===== config.mk =====
export PLATFORM = sky130hd
export DESIGN_NAME = encoder_negedge
export DESIGN_NICKNAME = d
export VERILOG_FILES = /design/src/rtl/encoder_negedge.sv
export SDC_FILE = /design/constraint.sdc
export NUM_CORES = 1
export LEC_CHECK = 0
export ABC_AREA = 1
export CORE_MARGIN = 4
export CORE_UTILIZATION = 35
export CTS_CLUSTER_DIAMETER = 100
export CTS_CLUSTER_SIZE = 14
export DETAILED_ROUTE_END_ITERATION = 16
export DONT_BUFFER_PORTS = 1
export HOLD_SLACK_MARGIN = 0.1
export PLACE_DENSITY = 0.5
export SKIP_CTS_REPAIR_TIMING = 1
export SLEW_MARGIN = 20
export SYNTH_ARGS = -nofsm -noshare
export SYNTH_HDL_FRONTEND = slang
export SYNTH_SLANG_ARGS = --single-unit
export TNS_END_PERCENT = 100

===== constraint.sdc =====
create_clock -name clock -period 1.6 [get_ports clock]
set_input_delay 0.32 -clock clock [delete_from_list [all_inputs] [get_ports clock]]
set_output_delay 0.32 -clock clock [all_outputs]
set_load 0.05 [all_outputs]

===== src/rtl/encoder_negedge.sv =====
// Binary-to-temporal encoder: each accepted value v becomes a line held high for
// (MAX_VALUE - v) cycles inside a MAX_VALUE+1 cycle window, preceded by a decoder reset pulse.
module encoder_negedge #(
    parameter int MAX_VALUE  = 8,
    parameter int NUM_LINES  = 4,
    parameter int GAP_CYCLES = 1,
    localparam int VW = $clog2(MAX_VALUE + 1)
) (
    input  logic                    clock,
    input  logic                    reset,
    input  logic                    in_valid,
    output logic                    in_ready,
    input  logic [NUM_LINES*VW-1:0] in_values,
    output logic [NUM_LINES-1:0]    outgoing_lines,
    output logic                    window_reset_out,
    output logic                    window_done,
    output logic                    clamp_error
);

    localparam logic [VW-1:0] MAX_V = VW'(MAX_VALUE);
    localparam int GW = (GAP_CYCLES > 1) ? $clog2(GAP_CYCLES) : 1;
    localparam logic [GW-1:0] GAP_LAST = (GAP_CYCLES > 0) ? GW'(GAP_CYCLES - 1) : '0;

    typedef enum logic [1:0] {
        IDLE,
        PRIME,
        DRIVE,
        GAP
    } state_t;

    state_t         state;
    logic [VW-1:0]  t;
    logic [VW-1:0]  t_inc;
    logic [GW-1:0]  gap_cnt;
    logic [VW-1:0]  high_len   [NUM_LINES];
    logic [VW-1:0]  accept_len [NUM_LINES];
    logic           any_clamp;

    assign in_ready = (state == IDLE);
    assign t_inc    = t + VW'(1);

    // High duration per line; out-of-range values clamp to MAX_VALUE, i.e. a zero-length pulse.
    always_comb begin
        any_clamp = 1'b0;
        for (int i = 0; i < NUM_LINES; i++) begin
            accept_len[i] = '0;
            if (in_values[i*VW +: VW] > MAX_V) begin
                any_clamp = 1'b1;
            end else begin
                accept_len[i] = MAX_V - in_values[i*VW +: VW];
            end
        end
    end

    always_ff @(posedge clock) begin
        if (state == IDLE && in_valid) begin
            high_len <= accept_len;
        end
    end

    // Outputs are computed from the state being entered, so they line up with that state's cycle.
    always_ff @(posedge clock) begin
        if (reset) begin
            state            <= IDLE;
            t                <= '0;
            gap_cnt          <= '0;
            outgoing_lines   <= '0;
            window_reset_out <= 1'b0;
            window_done      <= 1'b0;
            clamp_error      <= 1'b0;
        end else begin
            case (state)
                IDLE: begin
                    outgoing_lines <= '0;
                    window_done    <= 1'b0;
                    if (in_valid) begin
                        state            <= PRIME;
                        window_reset_out <= 1'b1;
                        clamp_error      <= any_clamp;
                    end else begin
                        window_reset_out <= 1'b0;
                        clamp_error      <= 1'b0;
                    end
                end
                PRIME: begin
                    state            <= DRIVE;
                    t                <= '0;
                    window_reset_out <= 1'b0;
                    clamp_error      <= 1'b0;
                    window_done      <= (MAX_V == '0);
                    for (int i = 0; i < NUM_LINES; i++) begin
                        outgoing_lines[i] <= (high_len[i] != '0);
                    end
                end
                DRIVE: begin
                    if (t == MAX_V) begin
                        t              <= '0;
                        outgoing_lines <= '0;
                        window_done    <= 1'b0;
                        if (GAP_CYCLES > 0) begin
                            state   <= GAP;
                            gap_cnt <= '0;
                        end else begin
                            state <= IDLE;
                        end
                    end else begin
                        t           <= t_inc;
                        window_done <= (t_inc == MAX_V);
                        for (int i = 0; i < NUM_LINES; i++) begin
                            outgoing_lines[i] <= (t_inc < high_len[i]);
                        end
                    end
                end
                GAP: begin
                    if (gap_cnt == GAP_LAST) begin
                        state <= IDLE;
                    end else begin
                        gap_cnt <= gap_cnt + GW'(1);
                    end
                end
                default: state <= IDLE;
            endcase
        end
    end

endmodule


# --- After elaboration in Yosys (flattened, before gate mapping) ---
# Index checks and enable logic that the tools add are counted.
totals:
  regBits: 30
  inputBits: 19
  out_inout_bits: 8
  elab_cells: 68
classes:
  addsub: 6
  n_lt_le_gt_ge: 8
  eq_ne: 8
  mux: 21
  n_reduce_logical: 14
ops:
  columns: ["operator", "n"]
  rows:
  - ["> comparator 4 bit (second input constant)", 4]
  - ["less-than comparator 4 bit", 4]
  - ["nonzero test 4 bit", 4]
  - ["subtractor 4 bit (first input constant)", 4]
  - ["case mux 4 bit (3 select lines)", 1]
  - ["2-to-1 mux 1 bit", 9]
  - ["equality test 4 bit (second input constant)", 2]
  - ["2-to-1 mux 4 bit", 2]
  - ["case mux 1 bit (2 select lines)", 4]
  - ["case mux 2 bit (4 select lines)", 1]
  - ["case mux 4 bit (2 select lines)", 1]
  - ["nonzero test 2 bit", 4]
  - ["2-to-1 mux 2 bit", 3]
  - ["inequality test 2 bit (second input constant)", 3]
  - ["adder 4 x 1 -> 4 bit (second input constant)", 1]
  - ["equality test 2 bit (second input constant)", 2]
  - ["AND reduction 3 bit", 1]
  - ["nonzero test 3 bit", 1]
  - ["equality test 2 x 1 -> 1 bit (second input constant)", 1]
  - ["logical NOT 2 bit", 1]
  - ["AND reduction 2 bit", 1]
  - ["OR reduction 2 bit", 1]
  - ["adder 1 bit (second input constant)", 1]
  - ["logical AND 1 bit", 1]

# --- Depth between registers and ports, before layout ---
depth:
  depth_word: 7
  mapped_depth: 11
  ltp_nobuf: 11

# --- Worst setup path before layout ---
# Ideal clock, no wire load.
synth_path:
  path_kind: "register to register"
  start: "register state[0]"
  end: "register high_len[0] (netlist name), enable pin"
  setup_time_ps: 364
  arrival_ps: 1406
  required_ps: 1236
  slack_ps: -170
  path_stages_with_launch: 5
  path_buffers: 0
  period_less_slack_ps: 1770
  cell_sequence: "dfxtp_1 -> inv_1 -> ha_1 -> nand2_1 -> inv_1"
synth_between:
  elab_chain_len: 2
synth_rtl:
  columns: ["item", "line", "rtl"]
  rows:
  - ["start, declared", "31", "state_t state;"]
  - ["start signal, assigned", "64", "state <= IDLE;"]
  - ["start signal, assigned", "77", "state <= PRIME;"]
  - ["start signal, assigned", "86", "state <= DRIVE;"]
  - ["logical NOT 2 bit", null, null]
  - ["named net in_ready", "12", "output logic in_ready,"]
  - ["logical AND 1 bit", "56", "if (state == IDLE && in_valid) begin"]
  - ["end signal, assigned", "57", "high_len <= accept_len;"]
  - ["end, declared", "35", "logic [VW-1:0] high_len [NUM_LINES];"]
# The timed path passes the listed nets, and every way through them passes these cells.
# A chain may end at the register's enable or synchronous reset.

# --- Worst setup path after layout ---
layout_path:
  start: "register t[0]"
  end: "register outgoing_lines[1]"
layout_between:
  elab_chain_len: 4
  word_cells_on_any_way: 5
  cone_classes: "add/sub (1); order compare (1); eq/ne (1); mux (2)"
layout_rtl:
  columns: ["item", "line", "rtl"]
  rows:
  - ["start, declared", "32", "logic [VW-1:0] t;"]
  - ["start signal, assigned", "107", "t <= t_inc;"]
  - ["adder 4 x 1 -> 4 bit", "40", "assign t_inc = t + VW'(1);"]
  - ["less-than comparator 4 bit", "110", "outgoing_lines[i] <= (t_inc < high_len[i]);"]
  - ["2-to-1 mux 4 bit *", "96", "if (t == MAX_V) begin"]
  - ["case mux 4 bit (3 select lines) *", "72", "case (state)"]
  - ["end signal, assigned by index", "92", "outgoing_lines[i] <= (high_len[i] != '0);"]
  - ["end signal, assigned by index", "110", null]
  - ["end, declared", "14", "output logic [NUM_LINES-1:0] outgoing_lines,"]
# Mark *: on every way between the ends. The rest lies on a longest branch, timed or not.

==> flow_summary.yaml <==
synthesis:
  ys_seq_area_share_pct: 39.2
  synth_top_area_share_pct: 25.4
  synth_edf_count: 16
  syn_nets: 295
  synth_top_cells_by_area: "edfxtp_1 (25%), ha_1 (15%), dfxtp_1 (14%)"
  yosysUniqueCellTypes: 23
  yosysWarnings: 0
  post-synth-top-area-cell: "edfxtp_1"
  synth-seq-cells: 29
  synth_ff_type: "edfxtp_1"
  synthArstFlopShare_pct: 0
  synth.avg_cell_area_um2: 7.47
  synth_area_mm2: 0.00189
  synth_cells: 253
floorplanning:
  core.rowCount: 26
  dieArea_mm2: 0.00664
  core-area_mm2: 0.00517
  io_pins: 27
  dieHeight_um: 81.5
  start_util_pct: 36.6
  die_w_um: 81.5
route:
  first_pass_iters: 4
  wl_per_cell_um: 11.0
  route.vias.total: 1518
  drc: 0
  drt-initial-drc-count: 76
  vias_per_cell: 4.40
  ant_nets: 0
  routed_wl_um: 3790
grt:
  grt_max_degree: 17
  antenna_found_initial: 0
  met2_usage_pct: 21.9
  grt_pass1_vias: 1480
  grtUsageMet3_pct: 4.39
  grt-busiest-layer: "met2"
  track_usage_pct: 13.3
  grt.met1_usage_pct: 15.7
  gr-total-overflow: 0
  grt_first_pass_wirelength_um: 6530
critical_path:
  worstPathRequired_ns: 1.82
  crit_chain: "nand3_4, xnor2_4, buf_12, ha_4, nand2_1, nand2_1, nor2_1, nand2_1, nand2_1, nand2_1, a21oi_1"
  startpoint_type: "flip-flop"
  crit_path_end_kind: "flip-flop"
  worstPathMaxFanout: 5
  crit_path_frequent_cell: "nand2_1"
  path_delay_family: "simple AND/OR/NAND/NOR gates"
  critical_path.slowest_cell: "dfxtp_4"
  arrival_ns: 1.76
  cp_num_buf_inv: 1
  worstSetupPathType: "reg2reg"
  cp_slowest_stage_delay_ns: 0.39
cts:
  path_clk_slew_ns: 0.06
  cts_made_buffers: 5
  htree_levels: 2
  clk_latency_ns: 0.29
  clockBufferDepth: 2
  clock-sinks: 29
  cts-root-buf: "clkbuf_8"
  cts_tree: "yes"
placed_design:
  dp_slack_ns: -0.0805
  io_buffer_count: 0
  place_area_mm2: 0.00210
  gp_congestion: 0.792
  dpl.hpwl_um: 2940
timing:
  hold_viol: 0
  fin_crit_ns: 1.54
  fin_crit_sh_pct: 96.1
  finClkSkew_ns: 0.00383
  final.setup.worst_slack_ns: 0.0622
  tightest_slew_ns: 0.521
  fmax_mhz: 650
  max-slew-margin-rel_pct: 65.2
  setup_viol: 0
  rsz0062_at_grt: "yes"
  slew_viol_final: 0
worst_hold_path:
  hold_class: "in2reg"
cells_and_area:
  drive_gt1_share_pct: 15.6
  nets: 316
  finalInstanceArea_mm2: 0.00232
  diodes: 0
  area_growth_pct: 22.8
power:
  p_per_area_mw_per_mm2: 1360
  leakage_nw: 1.15
  peakVddDrop_uv: 410
  power_mw: 3.15
job:
  max-cap-violations: 0
status:
  status: "finished clean"
[placed cells by master, fill, tap and decap left out, drive strengths merged]
| cell | count |
|---|---|
| nand4 | 1 |
| o21ai | 12 |
| nor2 | 26 |
| o311ai | 1 |
| nor3b | 1 |
| nand2 | 66 |
| buf | 15 |
| nand3 | 8 |
| clkinv | 3 |
| edfxtp | 16 |
| inv | 64 |
| a21oi | 16 |
| clkbuf | 5 |
| nor3 | 1 |
| o22ai | 1 |
| xnor2 | 2 |
| dfxtp | 13 |
| a211oi | 1 |
| ha | 23 |
[flip-flops by register name (all words and copies together), names as in the netlist]
register and flops:
state 2, t 4, outgoing_lines 4, high_len 16, clamp_error 1, window_reset_out 1, window_done 1
[metrics by stage]
stage	std cells	utilization [%]	hold slack, ns	setup TNS [ns]
finish	345	44.9	0.0858	0
global route	345	44.9	0.0729	-0.153
CTS	345	42.2	0.0752	-0.371
detailed placement	337	40.6	0.385	-0.288
global placement	337	40.6	0.385	-0.249
floorplan	253	-	0.493	0
[path summary, 6_finish.rpt]
check,slack (ns),from,cells past startpoint,end
min reg2reg,0.53,state[1]$_SDFFE_PP0P_,2,state[1]$_SDFFE_PP0P_
max reg2reg,0.06,t[0]$_SDFFE_PP0P_,11,outgoing_lines[1]$_SDFFE_PP0P_
max,0.06,t[0]$_SDFFE_PP0P_,11,outgoing_lines[1]$_SDFFE_PP0P_
min,0.09,reset,1,outgoing_lines[0]$_SDFFE_PP0P_
[area by class of cell]
| cell class | instances | area, um^2 |
|---|---|---|
| Fill cell | 515 | 2850 |
| Sequential cell | 29 | 749 |
| Tap cell | 70 | 87.6 |
| Clock inverter | 3 | 12.5 |
| Inverter | 64 | 240 |
| Timing Repair Buffer | 15 | 138 |
| Clock buffer | 5 | 68.8 |
| Multi-Input combinational cell | 159 | 1030 |
[metal layers]
metal / wire [um] / vias to the layer above
met5: 0 / -
met4: 79 / 0
met3: 202 / 7
met2: 1740 / 26
met1: 1760 / 660
li1: - / 825
[Yosys cell counts, types with 2 or more instances]
cell type,n
nand3_1,6
dfxtp_1,13
o21ai_0,11
inv_2,2
edfxtp_1,16
nor2_1,26
a21oi_1,15
ha_1,23
nand3_2,2
nand2_1,65
inv_1,62
[logic make-up after synthesis]
family | count (synthesis) | synth area share, %
AOI/OAI and AO/OA | 31 | 9.00
xor gates and xnor gates | 2 | 1.32
adders and majority gates | 23 | 15.2
buffers and inverters | 65 | 13.0
DFF | 29 | 39.2
and+or+nand+nor | 103 | 22.3
[report_power, final]
group	internal (mW)	total [mW]	switching, mW	leakage [nW]
Sequential	1.00	1.27	0.262	0.264
Combinational	0.554	1.30	0.745	0.840
Clock	0.292	0.585	0.293	0.0430
(Power assumes the default switching activity.)
==> RTL edit: new RTL, config.mk and constraints unchanged <==
The parameter `NUM_LINES` goes from 4 to 8.
--- a/src/rtl/encoder_negedge.sv
+++ b/src/rtl/encoder_negedge.sv
@@ -2,7 +2,7 @@
 // (MAX_VALUE - v) cycles inside a MAX_VALUE+1 cycle window, preceded by a decoder reset pulse.
 module encoder_negedge #(
     parameter int MAX_VALUE  = 8,
-    parameter int NUM_LINES  = 4,
+    parameter int NUM_LINES  = 8,
     parameter int GAP_CYCLES = 1,
     localparam int VW = $clog2(MAX_VALUE + 1)
 ) (
Ports: changed (resized in_values and outgoing_lines); port bits go from 27 to 47. The function was not compared with the original's and may differ.
==> RTL edit against the unedited design <==
- sequential cell count up 20
- routed wire length up 78%
- non-clock buffer count stayed put
- total power is 58% higher
- clock power up 46%
- final area is 60% higher
- critical path depth rose by 1
- the run now ends with negative setup slack left
- critical path type unchanged
- setup slack lost 0.31 ns
- synthesized area increased by 70%
- via count is 68% higher
==> RTL edit: results <==
set metrics [dict create \
    dr.pass1.iters 4 \
    drt_iter0_drc 82 \
    hpwl_um 5040 \
    internal_power_w 0.00294 \
    synthTopCellsByArea "edfxtp_1 30%, ha_1 15%, nand2_1 12%" \
    grt_max_degree 33 \
    cts_buffers 5 \
    setup_violations 8 \
    seq_area_frac_synth 0.404 \
    fillers 911 \
    cp_slowest_stage_delay_ns 0.35 \
    worstHoldPathType "input port to flip-flop" \
    worst_path_dominant_cell_family "buffers and inverters" \
    setup_slack_ns -0.248 \
    slowest_stage "dfxtp_2" \
    max-vdd-ir-drop_v 0.000592 \
    grt_pass1_wl_um 10900 \
    antenna_cells 0 \
    yosysMostFrequentCell "nand2_1" \
    vias_per_cell 4.69 \
    vias 2543 \
    post_dp_cell_area_um2 3490 \
    skew_ns 0.00423 \
    tns_ns -1.33 \
    synth_mux_area_frac 0 \
    port_buffers 0 \
    syn_area_per_cell_um2 7.74 \
    violations "negative setup slack" \
    synth_cell_type_count 27 \
    drive_above_1_share 0.122 \
    htree_levels 2 \
    fin_nets 508 \
    grt_usage 0.123 \
    critPathArrivalTime_ns 2.04 \
    synth_fa_ha_area_frac 0.152 \
    synth_compound_area_frac 0.0921 \
    dp_cells 533 \
    synth_edf_count 32 \
    routed_wl_um 6730 \
    yosys-top-cells-count "100 x nand2_1, 99 x inv_1, 40 x nor2_1" \
    path_max_fanout 5 \
    synth_fp_nets 490 \
    largestRegisters "high_len: 32 flops, outgoing_lines: 8 flops, t: 4 flops" \
    status "complete, but fails checks" \
    synthArstFlopShare 0 \
    antenna_found_initial 0 \
    synth-xor-area-share 0.00544 \
    p_leak_nw 1.84 \
    pre_cts_slack_ns -0.183 \
    clkTransAtPathRegs_ns 0.09 \
    place_congestion 0.793 \
    tightest_slew_ns 0.561 \
    cts_buffer_depth 2 \
]
[RTL edit: cell type report]
cell class                      instances  share of cell area
Tap cell                              108              0.0363
Sequential cell                        49               0.350
Clock inverter                          2             0.00941
Inverter                              101               0.104
Timing Repair inverter                  1             0.00202
Multi-Input combinational cell        261               0.441
Timing Repair Buffer                   15              0.0380
Clock buffer                            5              0.0185
[RTL edit: cell families after synthesis]
kind of cell / after synthesis
and+or+nand+nor: 166
DFF: 49
AOI/OAI and AO/OA: 54
buffers and inverters: 106
xor gates and xnor gates: 2
adders and majority gates: 39
[RTL edit: power groups by stage]
stage	clock (W)	combinational [W]	sequential, W
after global routing	0.000938	0.00228	0.00220
after detailed placement	0	0.00186	0.00219
final	0.000852	0.00198	0.00215
after global placement	0	0.00184	0.00219
after CTS	0.000883	0.00187	0.00216
after floorplan	0	0.00138	0.00213
[RTL edit: worst paths after layout]
path | start | end | slack [ns] | cells after the start
hold reg to reg | state[0] | state[0] | 0.59 | 2
setup reg to reg | t[0] | outgoing_lines[1] | -0.25 | 12
setup / recovery | t[0] | outgoing_lines[1] | -0.25 | 12
hold / removal | reset | outgoing_lines[4] | 0.07 | 1
[RTL edit: per-stage QoR]
stage | util | hold WS, ns
final | 0.421 | 0.0711
after CTS | 0.407 | 0.0661
after detailed placement | 0.395 | 0.393
after floorplan | - | 0.389
after global placement | 0.395 | 0.392
after global routing | 0.421 | 0.0551
[RTL edit: per-layer routing]
metal	global-route usage	vias to the layer above	wire, um
met2	0.228	35	3440
met3	0.0323	4	346
li1	-	1346	-
met1	0.140	1158	2880
met4	0.0313	0	65
met5	0	-	0
